--- src/rtl/fmin2_serial.sv ---
`default_nettype none
// +----------------------------------------------------------------------------+
// | fmin2_serial: serial two-minimum / sign finder for a min-sum check-node row |
// | Rev 1.0                                                                    |
// +----------------------------------------------------------------------------+
module fmin2_serial #(
  parameter int BITS = 8,
  parameter int DEG  = 8,
  parameter int IDXW = (DEG > 1) ? $clog2(DEG) : 1
) (
  input  logic              clk,
  input  logic              rst,
  input  logic              in_valid,
  output logic              in_ready,
  input  logic [BITS-1:0]   in_llr,
  input  logic              in_last,
  output logic              out_valid,
  input  logic              out_ready,
  output logic [BITS-2:0]   out_min1,
  output logic [BITS-2:0]   out_min2,
  output logic [IDXW-1:0]   out_idx1,
  output logic [DEG-1:0]    out_signs,
  output logic              out_sprod
);

  localparam logic [BITS-2:0] C_MAXMAG  = {(BITS-1){1'b1}};
  localparam logic [IDXW-1:0] C_LASTIDX = IDXW'(DEG - 1);

  logic [BITS-2:0] min1_q, min1_d, min2_q, min2_d;
  logic [IDXW-1:0] idx1_q, idx1_d, cnt_q, cnt_d;
  logic [DEG-1:0]  signs_q, signs_d;
  logic            sprod_q, sprod_d;

  logic [BITS-2:0] omin1_q, omin1_d, omin2_q, omin2_d;
  logic [IDXW-1:0] oidx1_q, oidx1_d;
  logic [DEG-1:0]  osigns_q, osigns_d;
  logic            osprod_q, osprod_d;
  logic            ovalid_q, ovalid_d;

  logic [BITS-1:0] w_neg;
  logic [BITS-2:0] w_mag;
  logic [BITS-2:0] w_min1, w_min2;
  logic [IDXW-1:0] w_idx1;
  logic [DEG-1:0]  w_signs;
  logic            w_sprod;
  logic            w_accept, w_row_end;

  assign in_ready  = !ovalid_q || out_ready;
  assign w_accept  = in_valid && in_ready;
  assign w_row_end = w_accept && (in_last || (cnt_q == C_LASTIDX));

  always_comb begin
    w_neg = -in_llr;
    // The most negative code has no positive counterpart, so it saturates.
    if (in_llr[BITS-1]) begin
      w_mag = (in_llr[BITS-2:0] == '0) ? C_MAXMAG : w_neg[BITS-2:0];
    end else begin
      w_mag = in_llr[BITS-2:0];
    end

    w_min1 = min1_q;
    w_min2 = min2_q;
    w_idx1 = idx1_q;
    if (w_mag < min1_q) begin
      w_min2 = min1_q;
      w_min1 = w_mag;
      w_idx1 = cnt_q;
    end else if (w_mag < min2_q) begin
      w_min2 = w_mag;
    end
    w_signs        = signs_q;
    w_signs[cnt_q] = in_llr[BITS-1];
    w_sprod        = sprod_q ^ in_llr[BITS-1];
  end

  always_comb begin
    min1_d   = min1_q;
    min2_d   = min2_q;
    idx1_d   = idx1_q;
    signs_d  = signs_q;
    sprod_d  = sprod_q;
    cnt_d    = cnt_q;
    omin1_d  = omin1_q;
    omin2_d  = omin2_q;
    oidx1_d  = oidx1_q;
    osigns_d = osigns_q;
    osprod_d = osprod_q;
    ovalid_d = ovalid_q;

    if (ovalid_q && out_ready) begin
      ovalid_d = 1'b0;
    end

    if (w_row_end) begin
      omin1_d  = w_min1;
      omin2_d  = w_min2;
      oidx1_d  = w_idx1;
      osigns_d = w_signs;
      osprod_d = w_sprod;
      ovalid_d = 1'b1;
      min1_d   = C_MAXMAG;
      min2_d   = C_MAXMAG;
      idx1_d   = '0;
      signs_d  = '0;
      sprod_d  = 1'b0;
      cnt_d    = '0;
    end else if (w_accept) begin
      min1_d  = w_min1;
      min2_d  = w_min2;
      idx1_d  = w_idx1;
      signs_d = w_signs;
      sprod_d = w_sprod;
      cnt_d   = cnt_q + IDXW'(1);
    end
  end

  always_ff @(posedge clk) begin
    if (rst) begin
      min1_q   <= C_MAXMAG;
      min2_q   <= C_MAXMAG;
      idx1_q   <= '0;
      signs_q  <= '0;
      sprod_q  <= 1'b0;
      cnt_q    <= '0;
      omin1_q  <= '0;
      omin2_q  <= '0;
      oidx1_q  <= '0;
      osigns_q <= '0;
      osprod_q <= 1'b0;
      ovalid_q <= 1'b0;
    end else begin
      min1_q   <= min1_d;
      min2_q   <= min2_d;
      idx1_q   <= idx1_d;
      signs_q  <= signs_d;
      sprod_q  <= sprod_d;
      cnt_q    <= cnt_d;
      omin1_q  <= omin1_d;
      omin2_q  <= omin2_d;
      oidx1_q  <= oidx1_d;
      osigns_q <= osigns_d;
      osprod_q <= osprod_d;
      ovalid_q <= ovalid_d;
    end
  end

  assign out_valid = ovalid_q;
  assign out_min1  = omin1_q;
  assign out_min2  = omin2_q;
  assign out_idx1  = oidx1_q;
  assign out_signs = osigns_q;
  assign out_sprod = osprod_q;

endmodule
`default_nettype wire

--- config.mk ---
export PLATFORM = sky130hd
export DESIGN_NAME = fmin2_serial
export DESIGN_NICKNAME = d
export VERILOG_FILES = /design/src/rtl/fmin2_serial.sv
export SDC_FILE = /design/constraint.sdc
export NUM_CORES = 1
export LEC_CHECK = 0
export ABC_AREA = 1
export CAP_MARGIN = 25
export CELL_PAD_IN_SITES_DETAIL_PLACEMENT = 1
export CELL_PAD_IN_SITES_GLOBAL_PLACEMENT = 1
export CORE_MARGIN = 2
export CORE_UTILIZATION = 30
export DETAILED_ROUTE_END_ITERATION = 10
export GPL_TIMING_DRIVEN = 0
export PLACE_DENSITY_LB_ADDON = 0.1
export SLEW_MARGIN = 10
export SYNTH_ARGS = -nofsm -noshare
export SYNTH_HDL_FRONTEND = slang
export SYNTH_SLANG_ARGS = --single-unit
--- constraint.sdc ---
create_clock -name clk -period 6.65 [get_ports clk]
set_input_delay 1.6625 -clock clk [delete_from_list [all_inputs] [get_ports clk]]
set_output_delay 1.6625 -clock clk [all_outputs]
set_load 0.01 [all_outputs]
# --- Yosys cells after proc, flatten, opt, wreduce, memory -nomap -nowiden ---
# Cells that the tools add are included.
totals:
  out_inout_bits: 28
  reg_bits: 56
classes:
  bitwise: 1
  n_eq_ne: 1
  reduce_logical: 10
  n_lt_le_gt_ge: 4
  muxes: 11
  n_addsub: 2
ops:
  columns: ["op", "n"]
  rows:
  - ["2-to-1 mux 7 bit", 5]
  - ["less-than comparator 7 bit", 2]
  - ["bitwise mux 8 bit", 1]
  - ["zero test 7 bit", 1]
  - ["negator 7 bit", 1]
  - ["logical AND 1 bit", 4]
  - ["less-than comparator 3 x 4 -> 1 bit (second input constant)", 1]
  - ["adder 3 x 1 -> 3 bit (second input constant)", 1]
  - ["demux 1 bit (select 3 bit)", 1]
  - ["equality test 3 bit (second input constant)", 1]
  - ["greater-or-equal comparator 3 x 1 -> 1 bit (second input constant)", 1]
  - ["2-to-1 mux 1 bit", 3]
  - ["2-to-1 mux 3 bit", 1]
  - ["logical OR 1 bit", 2]
  - ["nonzero test 2 bit", 1]
  - ["OR reduction 2 bit", 1]
  - ["zero test 1 bit", 1]
  - ["XOR 1 bit", 1]

# --- Logic depth before layout (Yosys ltp) ---
# Gate-level depths: netlist (run 1).
depth:
  ltp_word: 6
  ltp_mapped: 17
  depth_no_buf: 17

# --- Worst setup path before layout (run 1) ---
# Ideal clock, no wire load.
synth_path:
  kind: "input to register"
  from: "input port in_llr[0]"
  to: "register min2_q[0]"
  arrival_time_ps: 3814
  required_time_ps: 6535
  path_stages: 16
  path_slack_ps: 2721
  path_cell_list: "inv_1 ha_1 nand2_1 nor2_4 nand3_4 inv_1 nor2_1 nand2_1 ha_1 a21oi_1 nor2_1 a211oi_4 buf_4 nand3_1 nand3_2 nand2_1"
synth_between:
  elab_chain_len: 6
  word_cells_on_any_way: 8
  cone_classes: "add/sub (1); order compare (2); mux (4); reduce/logical (1)"
synth_rtl:
  columns: ["item", "line_no", "text"]
  rows:
  - ["start: declaration", "15", "input logic [BITS-1:0] in_llr,"]
  - ["negator 7 bit or zero test 7 bit (tied branches)", "53, 56", null]
  - ["2-to-1 mux 7 bit", "56", "w_mag = (in_llr[BITS-2:0] == '0) ? C_MAXMAG : w_neg[BITS-2:0];"]
  - ["2-to-1 mux 7 bit (*)", "55", "if (in_llr[BITS-1]) begin"]
  - ["less-than comparator 7 bit", "68", "end else if (w_mag < min2_q) begin"]
  - ["2-to-1 mux 7 bit", "68", null]
  - ["2-to-1 mux 7 bit (*)", "64", "if (w_mag < min1_q) begin"]
  - ["end signal: assignment", "133", "min2_q <= min2_d;"]
  - ["end: declaration", "29", "logic [BITS-2:0] min1_q, min1_d, min2_q, min2_d;"]
# Every way passes the cells marked *; elsewhere a longest branch is shown, timed or not.
# A chain may end at the register's enable or synchronous reset.

# --- Worst setup path in the final report (run 1) ---
layout_path:
  from: "input port in_llr[0]"
  to: "register omin2_q[6] (netlist: out_min2[6])"
layout_between:
  elab_chain_len: 6
  word_cells_on_any_way: 8
  cone_classes: "add/sub (1); order compare (2); mux (4); reduce/logical (1)"
layout_rtl:
  columns: ["item", "line_no", "text"]
  rows:
  - ["negator 7 bit or zero test 7 bit (tied branches)", "53, 56", null]
  - ["2-to-1 mux 7 bit", "56", null]
  - ["2-to-1 mux 7 bit (*)", "55", null]
  - ["less-than comparator 7 bit", "68", null]
  - ["2-to-1 mux 7 bit", "68", null]
  - ["2-to-1 mux 7 bit (*)", "64", null]
  - ["end signal: assignment", "139", "omin2_q <= omin2_d;"]
  - ["end: declaration", "34", "logic [BITS-2:0] omin1_q, omin1_d, omin2_q, omin2_d;"]
# Marked as above.

==> reports/results.tsv, run 1 <==
stage	metric	value	unit
global_route	Overflow after GRT	0	
clock_network	clock-pin slew on the worst setup and hold paths	0.10	ns
clock_network	Max H-tree Level	2	
global_route	initial antenna violation count	0	
synthesis	synthesized cell area	3000	um2
placed_design	Post-DP HPWL	6820	um
final_layout	P&R area growth vs syn	23.2	%
timing	RSZ-0062 raised after global routing	false	
final_layout	Layout Utilization	38.0	%
timing	Worst slew margin	48.2	%
timing	worst-margin pin slew	0.769	ns
setup_path	worst r2r src	min1_q[4]	
hold_path	worst hold stages	2	
pwr	PwrDens	226	nW/um2
pwr	Pwr Total	835	uW
pwr	Cell Int Power	586	uW
setup_path	CP bufs+invs	3	
setup_path	CP top delay family	compound AO/OA/AOI/OAI gates	
floorplanning	die span in y	104	um
synthesis	Mapped Nets	437	
detailed_routing	via count	2824	
setup_path	Worst path max stage delay	0.52	ns
pwr	Max VDD drop	0.000102	V
synthesis	Main synth FF type	dfxtp_1	
global_route	vias in the first global route	2863	
outcome	status	complete, no violations	
pwr	LEAKAGE	1.70	nW
timing	clk_skew	0.00950	ns
placed_design	gpl congestion	0.792	
detailed_routing	drt wl/cell	15.3	um
pwr	clock share of power	32.9	%
setup_path	reg2reg setup slack	4.43	ns
pwr	sequential power share	44.6	%
clock_network	clk sinks	56	
detailed_routing	DR pass1 iterations	4	
setup_path	reg2reg path depth	9	
timing	Setup Total Neg Slack	0	ns
detailed_routing	initial DRC count	41	
synthesis	fraction of registers with async set/reset	0	%
setup_path	WP data required	6.87	ns
final_layout	most frequent cells in the layout	nand2_1, nand3_1, dfxtp_1, a21oi_1, clkdlybuf4s50_1	
setup_path	critical path peak fanout	9	
final_layout	most common cell after layout, fill and taps aside	nand2_1	
global_route	global-route wire length before repair	14800	um
detailed_routing	Avg Vias per Cell	4.79	
clock_network	hold bufs inserted after CTS	0	
synthesis	Mean Syn Cell Area	7.33	um2
final_layout	layout cells sized above 1	9.87	%
synthesis	Synthesis Warnings	0	
setup_path	CP cell instances	clkdlybuf4s50_1, inv_1, ha_1, nand2_1, nor2_4, nand3_4, inv_1, a21oi_1, o21ai_0, ha_1, a21oi_1, nor2_1, a211oi_2, nand2_2, nand2_1, nand3_1, nand3_1, nand2_1	
timing	period utilization	71.2	%
clock_network	deepest clock path buffer count	2	
hold_path	Hold Crit Class	register to register	
hold_path	hold endpoint	out_min1[2]	
timing	Max Clock Freq	211	MHz
final_layout	ANT cells	0	
clock_network	Post-CTS Setup Bufs	0	
clock_network	CTS tree	done	
final_layout	# nets final	483	
floorplanning	Core Region	9730	um2
floorplanning	width of the die	104	um
detailed_routing	Post-Route WL	9010	um
synthesis	Distinct cells, synth	30	
synthesis	#FFs+latches synth	56	
flow_run	# Max-Cap Violations	0	
clock_network	Clk Tree Root Cell	clkbuf_8	
detailed_routing	DRC	0	
global_route	largest net degree at the start of global routing	19	
synthesis	Post-Syn Instances	409	
setup_path	Crit path top cell by count	nand2_1	
placed_design	port buffer count	39	
clock_network	CTS Buf Count	5	
floorplanning	Core Rows	36	
setup_path	WS Path Type	input port to register	
setup_path	endpoint class of the critical path	register	
pwr	Net Sw Power	250	uW
pwr	net switching fraction of the power	29.9	%
clock_network	worst-skew pair later-pin latency	0.33	ns
final_layout	Multi-input gate area	1640	um2
floorplanning	count of boundary I/O pins	41	
hold_path	Hold Crit Start	out_min1[2]	
setup_path	worst r2r dst	out_min2[6]	
timing	Min Clock Period, post-route	4.74	ns
timing	setup violators final	0	
floorplanning	Initial Utilization	30.8	%
setup_path	Startpoint Class	input port	
detailed_routing	post-route ant nets	0	
final_layout	Fillers	1256	
synthesis	post-synthesis sequential area ratio	37.4	%
clock_network	cts repair resizes	0	
timing	Final Slew Violations	0	
global_route	Tot GR Track Use	17.1	%
synthesis	EDFF count, synth	0	
timing	Final Hold Viols	0	
floorplanning	die area	10800	um2
setup_path	slowest cell on the critical path	a211oi_2	
setup_path	Arrival @ worst endpoint	4.96	ns
pwr	Comb pwr share	22.5	%
final_layout	register area	1120	um2
[sequential cells by signal, indices dropped and copies added (netlist names), 3 cells and up]
| signal | count |
|---|---|
| out_signs | 8 |
| signs_q | 8 |
| min1_q | 7 |
| min2_q | 7 |
| out_min1 | 7 |
| out_min2 | 7 |
| cnt_q | 3 |
| idx1_q | 3 |
| out_idx1 | 3 |
[Yosys cell counts, drive strengths merged (3+ instances only)]
library cell,instances,area share [%]
nor2,24,3.6
dfxtp,56,37
ha,15,6.3
nand2,111,15
clkbuf,5,0.63
o21ai,19,3.3
buf,11,2.9
nand3,70,14
inv,34,4.3
nand4,3,0.63
a21oi,50,8.3
nand3b,5,1.3
[tightest hold or removal path: cells and delay by family, from the launching register on]
kind | cells | cell delay (ns)
flip-flops | 1 | 0.32
AND/OR/NAND/NOR | 2 | 0.10
[layout make-up]
cell class | count | area share [%]
Tap cell | 133 | 4.51
Clock inverter | 3 | 1.86
Sequential cell | 56 | 30.4
Buffer | 16 | 2.88
Clock buffer | 5 | 1.86
Inverter | 34 | 3.52
Timing Repair Buffer | 39 | 10.6
Multi-Input combinational cell | 303 | 44.4
[cells by family (layout without fill, tap and decap cells)]
kind of cell / count (synthesis) / in the layout / synth area share, %
buf+inv: 50 / 97 / 7.88
xor+xnor: 2 / 2 / 0.584
fa+ha+maj: 15 / 15 / 6.26
simple gates: 214 / 214 / 34.9
flops: 56 / 56 / 37.4
compound gates: 72 / 72 / 13.0
[routing by layer]
metal	part of all wire, %	global-route usage (%)	vias up
met2	47	28.5	36
li1	-	-	1453
met5	0	0	-
met3	2.9	2.63	8
met4	0.74	4.15	0
met1	50	23.1	1327
[worst max path at each step]
stage	from	to	slack (ns)	cells past startpoint
3_5_place_dp	in_llr[0]	out_min2[0]	1.58	17
3_3_place_gp	in_llr[0]	out_min2[6]	1.60	18
5_1_grt	in_llr[0]	out_min2[6]	1.67	18
6_report	in_llr[0]	out_min2[6]	1.91	18
2_1_floorplan	in_llr[0]	min2_q[0]	2.72	16
4_1_cts	in_llr[0]	out_min2[6]	1.93	18
[power by group through the flow]
stage | registers (mW) | logic (mW) | clock network (mW)
finish | 0.372 | 0.188 | 0.275
detailed placement | 0.380 | 0.191 | 0
CTS | 0.372 | 0.192 | 0.286
global placement | 0.379 | 0.187 | 0
floorplan | 0.382 | 0.118 | 0
global route | 0.375 | 0.211 | 0.298
[through the flow]
| stage | worst slack, ns | hold WS, ns | area (um2) | std cells |
|---|---|---|---|---|
| floorplan | 2.72 | 0.437 | 3000 | 409 |
| global placement | 1.60 | 0.438 | 3560 | 581 |
| detailed placement | 1.58 | 0.440 | 3560 | 581 |
| CTS | 1.93 | 0.460 | 3690 | 589 |
| global route | 1.67 | 0.473 | 3690 | 589 |
| finish | 1.91 | 0.455 | 3690 | 589 |
No activity file was read; power rests on OpenSTA's default activity.
==> inputs of run 2 (changes only) <==
==> constraint.sdc (replaced) <==
create_clock -name clk -period 3.9 [get_ports clk]
set_input_delay 0.975 -clock clk [delete_from_list [all_inputs] [get_ports clk]]
set_output_delay 0.975 -clock clk [all_outputs]
set_load 0.01 [all_outputs]
==> reports/results.tsv, run 2 (same netlist as run 1, synthesis figures left out) <==
stage	metric	value	unit	change
detailed_routing	initial DRC count	48		+17%
clock_network	Clk Tree Root Cell	clkbuf_8		
setup_path	WP data required	4.17	ns	-2.70 ns
timing	hold slack	0.456	ns	+0.000570 ns
global_route	global-route wire length before repair	15000	um	+0.98%
setup_path	CP cell instances	clkdlybuf4s50_1, inv_2, ha_1, nand2_1, nor2_4, nand3_4, inv_1, nor2_1, nand2_2, ha_1, a21oi_1, nor2_1, a211oi_4, buf_4, nand2_8, buf_12, nand2_1, nand3_1, nand2_1		
setup_path	Arrival @ worst endpoint	3.94	ns	-1.02 ns
floorplanning	Core Rows	36		unchanged
clock_network	worst-skew pair later-pin latency	0.33	ns	about the same
global_route	initial antenna violation count	0		unchanged
timing	Min Clock Period, post-route	3.67	ns	
setup_path	CP bufs+invs	5		+2
timing	period utilization	94.0	%	
final_layout	final std cells w/o fill	594		+0.85%
clock_network	CTS Buf Count	5		unchanged
placed_design	dpl cells	581		unchanged
floorplanning	width of the die	104	um	unchanged
global_route	vias in the first global route	2880		+0.59%
hold_path	Hold Crit Start	out_min1[2]		
setup_path	worst r2r src	cnt_q[0]		
detailed_routing	Post-Route WL	9070	um	+0.68%
final_layout	ANT cells	0		unchanged
pwr	Max VDD drop	0.000174	V	+71%
detailed_routing	DR pass1 iterations	4		unchanged
timing	clk_skew	0.00808	ns	-0.00142 ns
timing	Final WS setup	0.235	ns	-1.68 ns
clock_network	hold bufs inserted after CTS	0		unchanged
floorplanning	die span in y	104	um	unchanged
clock_network	deepest clock path buffer count	2		unchanged
setup_path	slowest cell on the critical path	clkdlybuf4s50_1		
placed_design	Post-DP HPWL	6820	um	unchanged
placed_design	port buffer count	39		unchanged
detailed_routing	via count	2848		+0.85%
setup_path	WS Path Type	input port to register		
floorplanning	count of boundary I/O pins	41		unchanged
final_layout	most frequent cells in the layout	nand2_1, nand3_1, dfxtp_1, a21oi_1, clkdlybuf4s50_1		
final_layout	final instance area	3740	um2	+1.3%
final_layout	layout cells sized above 1	11.3	%	+1.4 points
setup_path	Worst path max stage delay	0.49	ns	-0.03 ns
placed_design	Placed Area	3560	um2	unchanged
timing	worst-margin pin slew	0.590	ns	-0.179 ns
clock_network	clock-pin slew on the worst setup and hold paths	0.10	ns	about the same
global_route	Overflow after GRT	0		unchanged
pwr	Pwr Total	1.44	mW	+72%
final_layout	Fillers	1253		-0.24%
timing	setup violators final	0		unchanged
setup_path	Stages on worst setup path	19		+1
final_layout	most common cell after layout, fill and taps aside	nand2_1		
clock_network	clk sinks	56		unchanged
pwr	LEAKAGE	1.72	nW	+1.4%
final_layout	P&R area growth vs syn	24.7	%	
hold_path	Hold Crit Class	register to register		
timing	Max Clock Freq	273	MHz	
floorplanning	die area	10800	um2	unchanged
floorplanning	Initial Utilization	30.8	%	unchanged
setup_path	reg2reg path depth	8		-1
setup_path	Startpoint Class	input port		
setup_path	CP startpoint	in_llr[0]		
hold_path	worst hold stages	2		unchanged
timing	RSZ-0062 raised after global routing	false		
setup_path	CP top delay family	buffers and inverters		
placed_design	gpl congestion	0.792		unchanged
setup_path	reg2reg setup slack	1.85	ns	-2.58 ns
hold_path	hold endpoint	out_min1[2]		
detailed_routing	post-route ant nets	0		unchanged
clock_network	Max H-tree Level	2		unchanged
pwr	PwrDens	384	nW/um2	+70%
global_route	Tot GR Track Use	17.2	%	+0.13 points
floorplanning	Core Region	9730	um2	unchanged
detailed_routing	drt wl/cell	15.3	um	-0.17%
global_route	largest net degree at the start of global routing	19		unchanged
setup_path	worst r2r dst	signs_q[4]		
outcome	status	complete, no violations		
final_layout	# nets final	488		+1.0%
flow_run	# Max-Cap Violations	0		unchanged
detailed_routing	Avg Vias per Cell	4.79		about the same
placed_design	pre-CTS setup slack	-0.478	ns	-2.06 ns
setup_path	critical path peak fanout	10		+1
timing	Final Slew Violations	0		unchanged
timing	Final Hold Viols	0		unchanged
clock_network	CTS tree	done		
detailed_routing	DRC	0		unchanged
setup_path	Crit path top cell by count	nand2_1		
setup_path	endpoint class of the critical path	register		
timing	Worst slew margin	60.2	%	+12 points
run 2: area by class of cell:
type / instances / area, um2 / area share [%]
multi-input combinational: 303 / 1650 / 44.1
sequential: 56 / 1120 / 30.0
timing repair buffer: 44 / 428 / 11.4
tap: 133 / 166 / 4.45
inverter: 34 / 130 / 3.48
buffer: 16 / 106 / 2.84
clock buffer: 5 / 68.8 / 1.84
clock inverter: 3 / 68.8 / 1.84
run 2: repair_timing:
action | CTS | global route
setup buffers | 3 | 2
endpoints found under the setup margin | 28 | 34
resized for setup | 1 | 3
pin swaps | 1 | 1
endpoints found under the hold margin | 0 | 0
run 2: per-layer routing:
metal	GRT usage [%]	vias up	wire length [um]
li1	-	1464	-
met1	23.4	1341	4530
met2	28.6	38	4240
met3	2.63	5	234
met4	4.15	0	63
met5	0	-	0
run 2: tightest hold or removal path: stages (launching register included):
cell	delay (ns)
dfxtp_1	0.32
nand2_1	0.06
nand2_1	0.04
run 2: metrics by stage:
| stage | setup TNS (ns) | util (%) |
|---|---|---|
| 6_report | 0 | 38.5 |
| 5_1_grt | 0 | 38.5 |
| 4_1_cts | 0 | 38.3 |
| 3_5_place_dp | -13.77 | 36.5 |
| 3_3_place_gp | -12.13 | 36.5 |
| 2_1_floorplan | 0 | - |
run 2: how the worst max path moves through the flow:
stage / endpoint
6_report: out_min1[6]
5_1_grt: out_min1[6]
4_1_cts: out_min2[6]
3_5_place_dp: out_min2[0]
3_3_place_gp: out_min2[6]
2_1_floorplan: min2_q[0]
run 2: power breakdown:
part / internal [mW] / leakage, nW / switching, mW
registers: 0.611 / 0.460 / 0.0238
logic: 0.136 / 1.19 / 0.195
clock network: 0.259 / 0.0687 / 0.212
==> edit, RTL diff (flow settings as in run 1) <==
Change the parameter `DEG` from 8 to 16.
--- a/src/rtl/fmin2_serial.sv
+++ b/src/rtl/fmin2_serial.sv
@@ -7,3 +7,3 @@
   parameter int BITS = 8,
-  parameter int DEG  = 8,
+  parameter int DEG  = 16,
   parameter int IDXW = (DEG > 1) ? $clog2(DEG) : 1
Interface: changed (resized out_idx1 and out_signs); port bits go from 41 to 50. No check against the original RTL was run, so the function may have changed too.
==> edit against run 1 <==
- sequential cell count rose by 19
- setup slack better by 0.043 ns
- total power rose by 39%
- combinational power increased by 18%
- routed wire length grew 32%
- clock skew hardly changed
- synthesized area up 29%
- core utilization rose by 0.35 points
- design area up 31%
==> edit: results (changes against run 1) <==
CTS
  – Clock root cell: clkbuf_16
  – Reg clk slew, reported paths: 0.06 ns (-0.04 ns)
  – Htree depth: 3 (+1)
  – Worst skew pair latency: 0.35 ns (+0.02 ns)
  – TritonCTS buffer count: 9 (+4)

Finish
  – Register Area: 1500 sq um (+34%)
  – Syn-to-layout area delta: 25.0%
  – Fill cells: 1604 (+28%)
  – Non-Clock Buffer Count: 71 (+29%)
  – Non-clock inverter count: 40 (+18%)
  – Clock buffer cells: 12 (+7)
  – Share of layout cells above drive strength 1: 10.8% (+0.97 points)
  – Final nets: 606 (+25%)
  – Non-clock buffer share: 13.0% (-0.46 points)
  – Clk cell area share: 5.64% (+1.9 points)
  – #MultiIn Comb: 379 (+25%)

STA
  – Hold slack final: 0.448 ns (-0.00697 ns)
  – Worst Tran Pin Value: 0.800 ns (+0.0305 ns)
  – Post-route setup slack: 1.96 ns (+0.0433 ns)

Route
  – Via density: 4.87 (+1.6%)
  – Detailed-route wire length per cell: 15.8 um (+3.3%)
  – M1 WL: 6330 um (+41%)
  – Met3 WL: 346 um (+31%)
  – Wire length on met2: 5040 um (+20%)

Yosys
  – Synth area leaders: dfxtp_1, nand2_1, nand3_1
  – Synthesized flop and latch total: 75 (+34%)
  – Post-Syn Area per Cell: 7.48 sq um (+2.0%)
  – Compound-Gate Fraction of Synth Area: 13.9% (+0.94 points)
  – Library cells used by synthesis: 35 (+17%)
  – Commonest cells in the netlist: nand2_1, dfxtp_1, nand3_1
  – Syn Nets: 547 (+25%)

Status
  – Status: finished, final reports clean

Placed design
  – Post-DP Area: 4560 sq um (+28%)
  – IO buf count: 48 (+23%)
  – Pre-CTS setup slack: 1.62 ns (+0.0338 ns)
  – Placed Cells: 737 (+27%)

Global routing
  – Overall Global Routing Usage: 18.0% (+0.94 points)
  – M1 GR Usage: 25.8% (+2.7 points)
  – Met2 Track Usage GR: 27.4% (-1.1 points)
  – Global-route wire length before repair: 19600 um (+32%)

Pwr
  – Leak: 2.11 nW (+24%)

Worst setup path
  – R2R depth: 8 (-1)
  – Crit-path max FO: 10 (+1)
  – Reg2reg start: cnt_q[1]
  – Critical R2R Capture: out_min2[5]

Floorplanning
  – Full die area: 13800 sq um (+28%)

Min path
  – Hold EP: out_idx1[1]
## edit: cell count changes in the layout (fill, tap and decap cells not counted), moves of 9 or more
cell / delta
nor2_1: +28
dfxtp_1: +19
nand2_1: +18
a21oi_1: -15
clkbuf_16: +9
clkdlybuf4s50_1: +9
## edit: critical path: stages
cell and delay (ns):
clkdlybuf4s50_1 0.45, inv_1 0.17, ha_1 0.20, nand2_1 0.09
nor2_4 0.14, nand2_1 0.07, nand2_1 0.06, nand2_1 0.04
o21ai_0 0.30, ha_1 0.40, nand2_1 0.10, nor2_1 0.07
a211oi_4 0.51, buf_4 0.29, nand3_1 0.17, nand3_1 0.14
nand2_1 0.05
## edit: where the power goes
| group | leakage, nW | internal (W) | total [W] | switching, W |
|---|---|---|---|---|
| Combinational | 1.36 | 0.0000859 | 0.000221 | 0.000135 |
| Sequential | 0.614 | 0.000475 | 0.000490 | 0.0000150 |
| Clock | 0.133 | 0.000262 | 0.000454 | 0.000192 |
| Total | 2.11 | 0.000823 | 0.00116 | 0.000342 |
